==> config.mk <==
export PLATFORM = sky130hd
export DESIGN_NAME = uart_tx_fifo
export DESIGN_NICKNAME = d
export VERILOG_FILES = /design/src/rtl/uart_tx_fifo.sv
export SDC_FILE = /design/constraint.sdc
export NUM_CORES = 1
export LEC_CHECK = 0
export CORE_AREA = 3 3 132 134
export DETAILED_ROUTE_END_ITERATION = 16
export DIE_AREA = 0 0 135 137
export PLACE_DENSITY = 0.72
export SLEW_MARGIN = 20
export SYNTH_ARGS = -nofsm -noshare
export SYNTH_HDL_FRONTEND = slang
export SYNTH_SLANG_ARGS = --single-unit
==> constraint.sdc <==
create_clock -name i_clk -period 10.9 [get_ports i_clk]
set_clock_uncertainty 0.2 [all_clocks]
set_input_delay 2.18 -clock i_clk [delete_from_list [all_inputs] [get_ports i_clk]]
set_output_delay 2.18 -clock i_clk [all_outputs]
set_load 0.05 [all_outputs]
==> src/rtl/uart_tx_fifo.sv <==
// uart_tx_fifo: UART transmitter with a character FIFO in front of it.
//
// Characters written on i_data/i_wr are queued in a circular FIFO. A
// start/data/parity/stop state machine drains the FIFO and serialises each
// character onto o_UART_Tx, LSB first. Frames are sent back to back while the
// FIFO holds data, with no idle bit between them.
//
// Ports:
//   i_clk       sole clock, rising edge
//   i_rst       asynchronous active-low reset; release is registered internally
//   i_data      character to queue (G_DATA_BITS wide)
//   i_wr        single-cycle write strobe
//   o_full      FIFO holds G_FIFO_DEPTH entries (registered)
//   o_busy      frame in progress or FIFO non-empty
//   o_overflow  one-cycle pulse after a write that was rejected because o_full was high
//   o_UART_Tx   serial line, idle high, driven straight from a flop
//
// Write handshake: i_wr is a one-cycle strobe with no ready signal. A write is
// taken at the rising edge where i_wr=1 and o_full=0. With o_full=1 the
// character is dropped and o_overflow pulses the following cycle. A pop in
// the same cycle never frees room for that write, because o_full is a register.
module uart_tx_fifo #(
  parameter int G_CLK_DIV    = 868,
  parameter int G_DATA_BITS  = 8,
  parameter int G_PARITY     = 0,
  parameter int G_STOP_BITS  = 1,
  parameter int G_FIFO_DEPTH = 16
) (
  input  logic                   i_clk,
  input  logic                   i_rst,
  input  logic [G_DATA_BITS-1:0] i_data,
  input  logic                   i_wr,
  output logic                   o_full,
  output logic                   o_busy,
  output logic                   o_overflow,
  output logic                   o_UART_Tx
);

  localparam int AW = $clog2(G_FIFO_DEPTH);
  localparam int CW = AW + 1;
  localparam int TW = $clog2(G_CLK_DIV);
  localparam int BW = $clog2(G_DATA_BITS);

  localparam logic [TW-1:0] BIT_RELOAD = TW'(G_CLK_DIV - 1);
  localparam logic [BW-1:0] LAST_DATA  = BW'(G_DATA_BITS - 1);
  localparam logic [BW-1:0] LAST_STOP  = BW'(G_STOP_BITS - 1);
  localparam logic [CW-1:0] DEPTH_C    = CW'(G_FIFO_DEPTH);
  localparam logic          PAR_ODD    = (G_PARITY == 1);

  typedef enum logic [2:0] {
    S_IDLE,
    S_START,
    S_DATA,
    S_PARITY,
    S_STOP
  } state_t;

  // Reset release is taken through one flop: nothing moves on the first edge
  // after release, and the first write is accepted on the second edge.
  logic run;

  always_ff @(posedge i_clk or negedge i_rst) begin
    if (!i_rst) run <= 1'b0;
    else        run <= 1'b1;
  end

  // FIFO storage and control
  logic [G_DATA_BITS-1:0] mem [G_FIFO_DEPTH];
  logic [AW-1:0]          wr_ptr, rd_ptr;
  logic [CW-1:0]          count, count_n;
  logic                   full_q, ovf_q;
  logic                   push, pop, pop_req;
  logic [G_DATA_BITS-1:0] head;

  assign push    = run && i_wr && !full_q;
  assign pop     = run && pop_req;
  assign count_n = count + CW'(push) - CW'(pop);
  assign head    = mem[rd_ptr];

  always_ff @(posedge i_clk) begin
    if (push) mem[wr_ptr] <= i_data;
  end

  always_ff @(posedge i_clk or negedge i_rst) begin
    if (!i_rst) begin
      wr_ptr <= '0;
      rd_ptr <= '0;
      count  <= '0;
      full_q <= 1'b0;
      ovf_q  <= 1'b0;
    end else if (run) begin
      if (push) wr_ptr <= wr_ptr + AW'(1);
      if (pop)  rd_ptr <= rd_ptr + AW'(1);
      count  <= count_n;
      full_q <= (count_n == DEPTH_C);
      ovf_q  <= i_wr && full_q;
    end
  end

  // Transmitter state machine
  state_t                 state, state_n;
  logic [TW-1:0]          timer, timer_n;
  logic [BW-1:0]          bit_cnt, bit_cnt_n;
  logic [G_DATA_BITS-1:0] shift, shift_n;
  logic                   par, par_n;
  logic                   tx_q, line_n;
  logic                   load;

  always_ff @(posedge i_clk or negedge i_rst) begin
    if (!i_rst) begin
      state   <= S_IDLE;
      timer   <= '0;
      bit_cnt <= '0;
      shift   <= '0;
      par     <= 1'b0;
      tx_q    <= 1'b1;
    end else if (run) begin
      state   <= state_n;
      timer   <= timer_n;
      bit_cnt <= bit_cnt_n;
      shift   <= shift_n;
      par     <= par_n;
      tx_q    <= line_n;
    end
  end

  // line_n is the level belonging to the current state; it reaches the pin
  // through tx_q one cycle later, so the line lags the state by one cycle.
  always_comb begin
    state_n   = state;
    timer_n   = timer;
    bit_cnt_n = bit_cnt;
    shift_n   = shift;
    par_n     = par;
    line_n    = 1'b1;
    load      = 1'b0;
    pop_req   = 1'b0;

    case (state)
      S_IDLE: begin
        if (count != '0) load = 1'b1;
      end
      S_START: begin
        line_n = 1'b0;
        if (timer == '0) begin
          timer_n   = BIT_RELOAD;
          bit_cnt_n = '0;
          state_n   = S_DATA;
        end else begin
          timer_n = timer - TW'(1);
        end
      end
      S_DATA: begin
        line_n = shift[0];
        if (timer == '0) begin
          timer_n = BIT_RELOAD;
          shift_n = shift >> 1;
          if (bit_cnt == LAST_DATA) begin
            bit_cnt_n = '0;
            state_n   = (G_PARITY != 0) ? S_PARITY : S_STOP;
          end else begin
            bit_cnt_n = bit_cnt + BW'(1);
          end
        end else begin
          timer_n = timer - TW'(1);
        end
      end
      S_PARITY: begin
        line_n = par;
        if (timer == '0) begin
          timer_n   = BIT_RELOAD;
          bit_cnt_n = '0;
          state_n   = S_STOP;
        end else begin
          timer_n = timer - TW'(1);
        end
      end
      S_STOP: begin
        if (timer == '0) begin
          if (bit_cnt == LAST_STOP) begin
            // Chain straight into the next start bit when data is waiting.
            if (count != '0) load    = 1'b1;
            else             state_n = S_IDLE;
          end else begin
            bit_cnt_n = bit_cnt + BW'(1);
            timer_n   = BIT_RELOAD;
          end
        end else begin
          timer_n = timer - TW'(1);
        end
      end
      default: state_n = S_IDLE;
    endcase

    // Pop the head character and prepare its start bit; parity is worked out
    // once here rather than accumulated while shifting.
    if (load) begin
      pop_req = 1'b1;
      shift_n = head;
      par_n   = (^head) ^ PAR_ODD;
      timer_n = BIT_RELOAD;
      state_n = S_START;
    end
  end

  assign o_full     = full_q;
  assign o_overflow = ovf_q;
  assign o_busy     = (state != S_IDLE) || (count != '0);
  assign o_UART_Tx  = tx_q;

endmodule

==> results summary, run 1 <==
The final hold violation count is 0. The critical path class is in -> reg. Dividing the detail-routed wire length by the instance count gives around 19 um. The number of different library cells in the post-synthesis netlist is 57. The final period demand of the worst path is around 5000 ps. The die covers about 18000 um2. For the pin with the worst max-slew slack, the measured transition is around 930 ps. The final cycle utilization of the critical path is 0.4602. The total number of vias came out at around 3.8k.

The detailed router finished its first iteration with 253 violations. The count of cells in the finished layout, fillers not included, comes to roughly 700. The clock net sink count is 170. The number of antenna diodes in the final layout is 0. The first detailed-routing pass ran for 6 iterations. In the final timing run, aggregate negative setup slack is 0 ps. From left edge to right edge, the die measures between 100 and 150 um. The number of warnings issued by yosys is 0.

The number of global-route vias before repair came out at a little under 4k. After synthesis the cells add up to 7345 um2. Max-cap violations in this run came to 0. The number of nets in the final layout came out at 504. The post-DP HPWL came out at around 8900 um. CTS placed an instance of sky130_fd_sc_hd__clkbuf_16 at the clock tree root. Among all flip-flop cells after synthesis, the most frequent one is sky130_fd_sc_hd__edfxtp_1. The type of the worst min-delay path is reg -> reg.

The wire length of the first global-routing pass is between 20000 and 25000 um. The share of the Yosys chip area taken by registers is 0.6666. The final count of pins violating max slew came out at 0. The wire length after detailed routing is 13750 um.

The worst-case clock buffer depth is 2. The number of gates resized after CTS was 0. The final worst hold slack came out at 282.4 ps. The worst slew margin relative to its limit is 0.3810. The instance count of the mapped netlist is 460.

The initial cell density of the core came out at 0.4476. The maximum level of the CTS H-tree came out at 4. VDD sags by at most around 0.00015 V.

The initial antenna violation count came out at 0. The vertical extent of the die is 137 um. TritonCTS built the clock tree. The end-of-flow core utilization is 0.5024. The static power due to leakage is around 2.9 nW. The weighted congestion reported at the end of routability-driven placement came out at roughly 0.83. The number of standard-cell rows in the floorplan came out at between 40 and 50.

For the worst setup path, the data required time is 11040 ps. The share of synthesized area in the top cell type comes to 0.5233. The average footprint of a synthesized cell came out at 15.97 um2. Setup violations remaining at the end of the flow were counted as 0. The worst endpoint data arrival time is 5160 ps. After synthesis the netlist holds a flip-flop and latch count of between 150 and 200. The library cell with the largest summed area after synthesis is sky130_fd_sc_hd__edfxtp_1. The largest net degree at the start of global routing came out at 43. The clock-pin slew reported for the worst setup and hold paths after clock tree synthesis is around 70 ps. The timing-limited maximum frequency came out at about 0.2 GHz. The cell total after placement is 678. The post-synthesis net count is slightly below 500.

The fraction of final layout cells sized beyond drive strength 1 came out at 0.1776. The number of nets with antenna violations after routing came out at 0. The total routing usage reported by global routing came out at 0.1636. The number of vias per cell after detailed routing is approximately 5.4. The worst setup path is captured at a flop.

After floorplanning, the core was sized to cover approximately 16000 um2. Port buffering added 14 buffers. Setup repair after global routing left no endpoint under its margin.

Sorting the synthesized cells by area gives the leading types as sky130_fd_sc_hd__edfxtp_1 (52%), sky130_fd_sc_hd__dfrtp_1 (14%), sky130_fd_sc_hd__mux4_2 (9.8%). The number of ports placed on the die boundary is 15. STA classifies the critical path startpoint as a primary input. The total grt overflow is 0. The share of flip-flops with an asynchronous set or reset after synthesis came out at 0.2471. The flow ran to the end, and the final reports show no timing, DRC or antenna violations. In this run, synthesis inferred ~130 flip-flops with an integrated enable.

For the worst-skew pair, the clock arrives at the later sink with an insertion delay of about 430 ps. The biggest fanout along the worst timing path is 8. Dividing total power by cell area gives a power density of roughly 270 nW/um2. After detailed routing, the number of remaining DRC violations is 0. The buffer count from post-CTS setup fixing came out at 0.

The total CTS buffers came out at 17. After clock tree synthesis, the flow added hold-fix buffers numbering 0. The layout-stage area growth over the synthesis result came out at 12.23%.
-- area by class of cell --
class | instances | area [um2]
fill | 1318 | 8164
clock buffer | 17 | 425.4
inverter | 18 | 72.57
clock inverter | 15 | 166.4
multi-input combinational | 255 | 2262
sequential | 170 | 4898
tap | 220 | 275.3
timing repair buffer | 15 | 142.6
-- cells in the mapped netlist, types with 2 or more instances --
cell type / n
sky130_fd_sc_hd__o21ai_2: 3
sky130_fd_sc_hd__nor3_1: 3
sky130_fd_sc_hd__buf_1: 2
sky130_fd_sc_hd__buf_4: 3
sky130_fd_sc_hd__mux2i_1: 7
sky130_fd_sc_hd__nor3b_1: 3
sky130_fd_sc_hd__edfxtp_1: 128
sky130_fd_sc_hd__and3_1: 3
sky130_fd_sc_hd__inv_1: 17
sky130_fd_sc_hd__a22oi_1: 17
sky130_fd_sc_hd__xor2_1: 5
sky130_fd_sc_hd__a21oi_1: 12
sky130_fd_sc_hd__buf_2: 4
sky130_fd_sc_hd__nand4_1: 3
sky130_fd_sc_hd__o21ai_0: 19
sky130_fd_sc_hd__clkbuf_1: 5
sky130_fd_sc_hd__ha_1: 15
sky130_fd_sc_hd__nor2_1: 19
sky130_fd_sc_hd__dfrtp_1: 41
sky130_fd_sc_hd__mux4_2: 32
sky130_fd_sc_hd__nand2_1: 41
sky130_fd_sc_hd__and2_1: 19
sky130_fd_sc_hd__nand3_1: 3
sky130_fd_sc_hd__nor2b_1: 4
sky130_fd_sc_hd__mux2_2: 3
sky130_fd_sc_hd__nand2b_1: 2
sky130_fd_sc_hd__xnor2_1: 17
-- cells in the final DEF (no fill, tap or decap), types with 13 or more instances in the layout --
| cell type | instances |
|---|---|
| sky130_fd_sc_hd__clkdlybuf4s50_1 | 13 |
| sky130_fd_sc_hd__xnor2_1 | 17 |
| sky130_fd_sc_hd__ha_1 | 15 |
| sky130_fd_sc_hd__inv_1 | 17 |
| sky130_fd_sc_hd__nand2_1 | 41 |
| sky130_fd_sc_hd__nor2_1 | 19 |
| sky130_fd_sc_hd__dfrtp_1 | 39 |
| sky130_fd_sc_hd__a22oi_1 | 17 |
| sky130_fd_sc_hd__edfxtp_1 | 128 |
| sky130_fd_sc_hd__mux4_2 | 32 |
| sky130_fd_sc_hd__and2_1 | 19 |
| sky130_fd_sc_hd__o21ai_0 | 19 |
| sky130_fd_sc_hd__clkbuf_16 | 17 |
-- worst paths after layout --
| check | startpoint | endpoint | slack (ps) | cells after the start |
|---|---|---|---|---|
| max | i_wr | o_full | 5880 | 15 |
| min | shift[5] | shift[5] | 280 | 2 |
| max reg2reg | timer[0] | o_full | 6720 | 19 |
| min reg2reg | shift[5] | shift[5] | 280 | 2 |
| max in group asynchronous | i_rst | rd_ptr[0] | 8170 | 1 |
| min in group asynchronous | i_rst | timer[3] | 1700 | 1 |
-- registers in the layout, summed over array words and instances (netlist names), 3 cells and up --
signal and count:
bit_cnt 3, count 5, mem 128, rd_ptr 4
shift 8, state 3, timer 10, wr_ptr 4
-- layer usage --
metal | vias up | wire (um) | track usage
li1 | 1769 | - | -
met1 | 1954 | 5784 | 0.2106
met2 | 72 | 7268 | 0.2757
met3 | 9 | 576 | 0.03787
met4 | 0 | 121 | 0.05599
met5 | - | 0 | 0
-- cells by family (layout without fill, tap and decap cells) --
kind of cell	after synthesis	count (layout)	synth area share
compound gates	60	60	0.05383
xor+xnor	23	23	0.02845
fa+ha+maj	16	16	0.02828
buf+inv	35	65	0.02538
flops	170	170	0.6666
mux	42	42	0.1123
other cells	1	1	0.0005106
simple gates	113	113	0.08467
-- power by group --
part	switching (mW)	internal (mW)	total [mW]
Combinational	0.382	0.339	0.721
Sequential	0.0900	0.782	0.872
Clock	0.282	0.309	0.591
-- metrics by stage --
step	total power, mW	setup WS [ps]	instance area (um2)
3_3_place_gp	1.584	5567	7651
3_5_place_dp	1.616	5471	7651
2_1_floorplan	1.452	6324	7345
5_1_grt	2.323	5553	8243
6_report	2.185	5883	8243
4_1_cts	2.210	5903	8243
-- worst max-delay path, cell delays in order --
cell                              delay [ps]
sky130_fd_sc_hd__clkdlybuf4s50_1         450
sky130_fd_sc_hd__nand2_1                  70
sky130_fd_sc_hd__nor2_1                  470
sky130_fd_sc_hd__inv_1                   170
sky130_fd_sc_hd__ha_1                    310
sky130_fd_sc_hd__inv_1                    40
sky130_fd_sc_hd__ha_1                    200
sky130_fd_sc_hd__fa_1                    400
sky130_fd_sc_hd__a21oi_1                 150
sky130_fd_sc_hd__nor2_1                   60
sky130_fd_sc_hd__nor2_1                  110
sky130_fd_sc_hd__xnor2_1                 160
sky130_fd_sc_hd__xor2_1                  170
sky130_fd_sc_hd__nand4_1                 100
sky130_fd_sc_hd__o21ai_0                 110
Power figures use the tool's default switching activity.
==> run 2, diff against run 1 <==
PLACE_DENSITY = 0.75   (was 0.72)
clock period = 4.4 ns   (was 10.9 ns; I/O delays follow)
==> results summary, run 2 (synthesis results as in run 1) <==
Walking the worst path, the cells encountered are inv_1 > ha_1 > nor3b_1 > nor4b_4 > a21boi_2 > nor2b_4 > nand2_8 > inv_6 > ha_1 > inv_1 > ha_1 > fa_1 > a21oi_1 > nor2_1 > nor2_1 > xnor2_1 > xor2_1 > nand4_1 > o21ai_0. The full die area is 18500 um2 (unchanged). The cts-stage hold buffer count is 0 (unchanged).

The critical path class is reg -> reg. The wire length after detailed routing came out at 13060 um (-5.0%). The final count of pins violating max slew was 0 (unchanged). The worst slew margin relative to its limit is 0.3858 (+0.004802). mem holds more flip-flops than any other register. The largest voltage drop on the vdd net was 0.0005772 V (+300%).

The clock net sink count came out at 170 (unchanged). In the layout the commonest cells are sky130_fd_sc_hd__edfxtp_1 (128), sky130_fd_sc_hd__nand2_1 (41), sky130_fd_sc_hd__dfrtp_1 (39), sky130_fd_sc_hd__mux4_2 (32). The fraction of final layout cells sized beyond drive strength 1 came out at 0.1842 (+0.006660). TritonCTS built the clock tree. Setup repair after global routing left no endpoint under its margin. The cell area power density is 655.3 nW/um2 (+150%). The initial cell density of the core is 0.4476 (unchanged). The reported max-cap violation count is 0 (unchanged).

The vertical extent of the die is 137 um (unchanged). The end-of-flow core utilization came to 0.5049 (+0.002517). The clock network power share was 0.276 (+0.005).

Among the stages of the critical path, the cell type that occurs most often is sky130_fd_sc_hd__ha_1. The net switching power figure is 1.824 mW (+140%). The worst-case clock buffer depth came to 2 (unchanged). The final cycle utilization of the critical path is 0.8814. The static power due to leakage is 2.946 nW (+0.79%).

STA classifies the critical path startpoint as a flop. The type of the worst min-delay path is reg -> reg. The layout-stage area growth over the synthesis result came out at 12.79%. The power share of the sequential group is 0.406 (+0.007).

The run finished with clean final reports. The number of vias per cell after detailed routing is 5.343 (-0.27%). The total CTS buffers is 17 (unchanged).

The total grt overflow is 0 (unchanged). In this run the clock root is driven by a sky130_fd_sc_hd__clkbuf_16. The post-cts gate resize count came out at 0 (unchanged). The largest registers in the layout are mem: 128 flops, timer: 10 flops, shift: 8 flops.

Leaving out fill and tap cells, the most frequent cell in the layout is sky130_fd_sc_hd__edfxtp_1. The worst endpoint data arrival time is 4020 ps (-1140 ps). The setup TNS is 0 ps (unchanged). The final routed wire length divided by cell count came out at 18.29 um (-5.5%). The number of global-route vias before repair is 4087 (+3.5%). The total routing usage reported by global routing came out at 0.1555 (-0.008074). The worst register-to-register path begins at timer[0]. The number of standard-cell rows in the floorplan came out at 47 (unchanged). The die span in x is 135 um (unchanged). The post-DP HPWL is 8674 um (-2.4%). The number of buffer cells added on primary ports is 14 (unchanged). The slew at the pin closest to its max-slew limit is 921.3 ps (-7.203 ps). The maximum level of the CTS H-tree came out at 4 (unchanged). The final period demand of the worst path came out at roughly 3900 ps. The cell area after layout is 8284 um2 (+0.50%).

The biggest fanout along the worst timing path was 10 (+2). The internal power component came out at 3.604 mW (+150%). The number of nets with antenna violations after routing was 0 (unchanged). In this run the most critical hold path is launched from shift[0].

Tracing the worst setup path back leads to its startpoint at timer[0]. The fraction of power spent switching nets is 0.3360 (-0.009506). The diode insertion count for antenna repair is 0 (unchanged). The wire length of the first global-routing pass is 21720 um (-3.3%). The number of flip-flops under the largest register name came to 128 (unchanged). The required arrival time at the worst endpoint came out at 4550 ps (-6490 ps). The number of nets in the final layout is 508 (+0.79%). The largest net degree at the start of global routing came to 43 (unchanged). The weighted congestion reported at the end of routability-driven placement is 0.7800 (-5.8%).

The core footprint was 16410 um2 (unchanged). The cell total after placement is 682 (+0.59%). The kind of end point of the critical path is a flop.

The initial antenna violation count came out at 0 (unchanged). The share of power burned in combinational logic was 0.318 (-0.012). The number of ports placed on the die boundary came to 15 (unchanged).

The clock-pin slew reported for the worst setup and hold paths after clock tree synthesis came out at 70 ps (about the same). The total number of vias is 3815 (+0.29%). The violation count after the first detailed-route iteration came out at 288 (+14%).

The final hold violation count is 0 (unchanged). The largest stage delay on the critical path is 430 ps (-40 ps). Based on the critical path, the design can be clocked at up to roughly 0.26 GHz. The buffer count from post-CTS setup fixing was 0 (unchanged).

The clock latency of the later-clocked register in the worst-skew pair is 420 ps (about the same). The non-filler instance count after layout is 714 (+0.56%). The total of endpoints with negative setup slack in the final report came out at 0 (unchanged). For this design, the slowest cell found on the critical path is sky130_fd_sc_hd__dfrtp_1. The standard cell area after detailed placement was 7681 um2 (+0.39%). The first-pass detailed-route iteration total came out at 4 (-2).

The post-detailed-route DRC marker count is 0 (unchanged).
## run 2: critical path, delay by kind of cell (launching register included)
family	cells	cell delay, ps
fa+ha+maj	4	920
buf+inv	3	230
flops	1	430
compound gates	3	380
xor+xnor	2	340
simple gates	7	1300
## run 2: metal layers
layer	GRT usage	wire, um
met5	0	0
met1	0.1963	5615
met4	0.05375	166
met3	0.03897	477
met2	0.2640	6802
## run 2: final timing paths
check | cells past startpoint | end | slack (ps)
worst max register to register | 19 | o_full | 520
worst min-delay path | 2 | shift[0] | 280
worst min register to register | 2 | shift[0] | 280
worst max-delay path | 19 | o_full | 520
max in group asynchronous | 1 | rd_ptr[0] | 2970
min in group asynchronous | 1 | timer[3] | 390
## run 2: final cells by class
type / instances / area [um2]
clock inverters: 15 / 177.7
repair buffers: 19 / 172.7
inverters: 18 / 72.57
well taps: 220 / 275.3
flip-flops and latches: 170 / 4898
fillers: 1326 / 8123
multi-input cells: 255 / 2262
clock buffers: 17 / 425.4
## run 2: per-stage QoR
| stage | setup slack, ps | hold WS [ps] | power [mW] |
|---|---|---|---|
| after floorplan | 803.3 | 248.6 | 3.596 |
| after global placement | 675.6 | 263.7 | 3.923 |
| after detailed placement | 533.5 | 269.8 | 3.982 |
| after CTS | 489.8 | 285.4 | 5.481 |
| after global routing | 151.6 | 313.8 | 5.742 |
| final | 521.7 | 282.1 | 5.428 |
## run 2: power groups by stage
stage	sequential [mW]	combinational (mW)	clock [mW]
finish	2.20	1.73	1.50
detailed placement	2.24	1.74	0
floorplan	2.10	1.50	0
global placement	2.22	1.70	0
global route	2.25	1.90	1.59
CTS	2.21	1.75	1.52
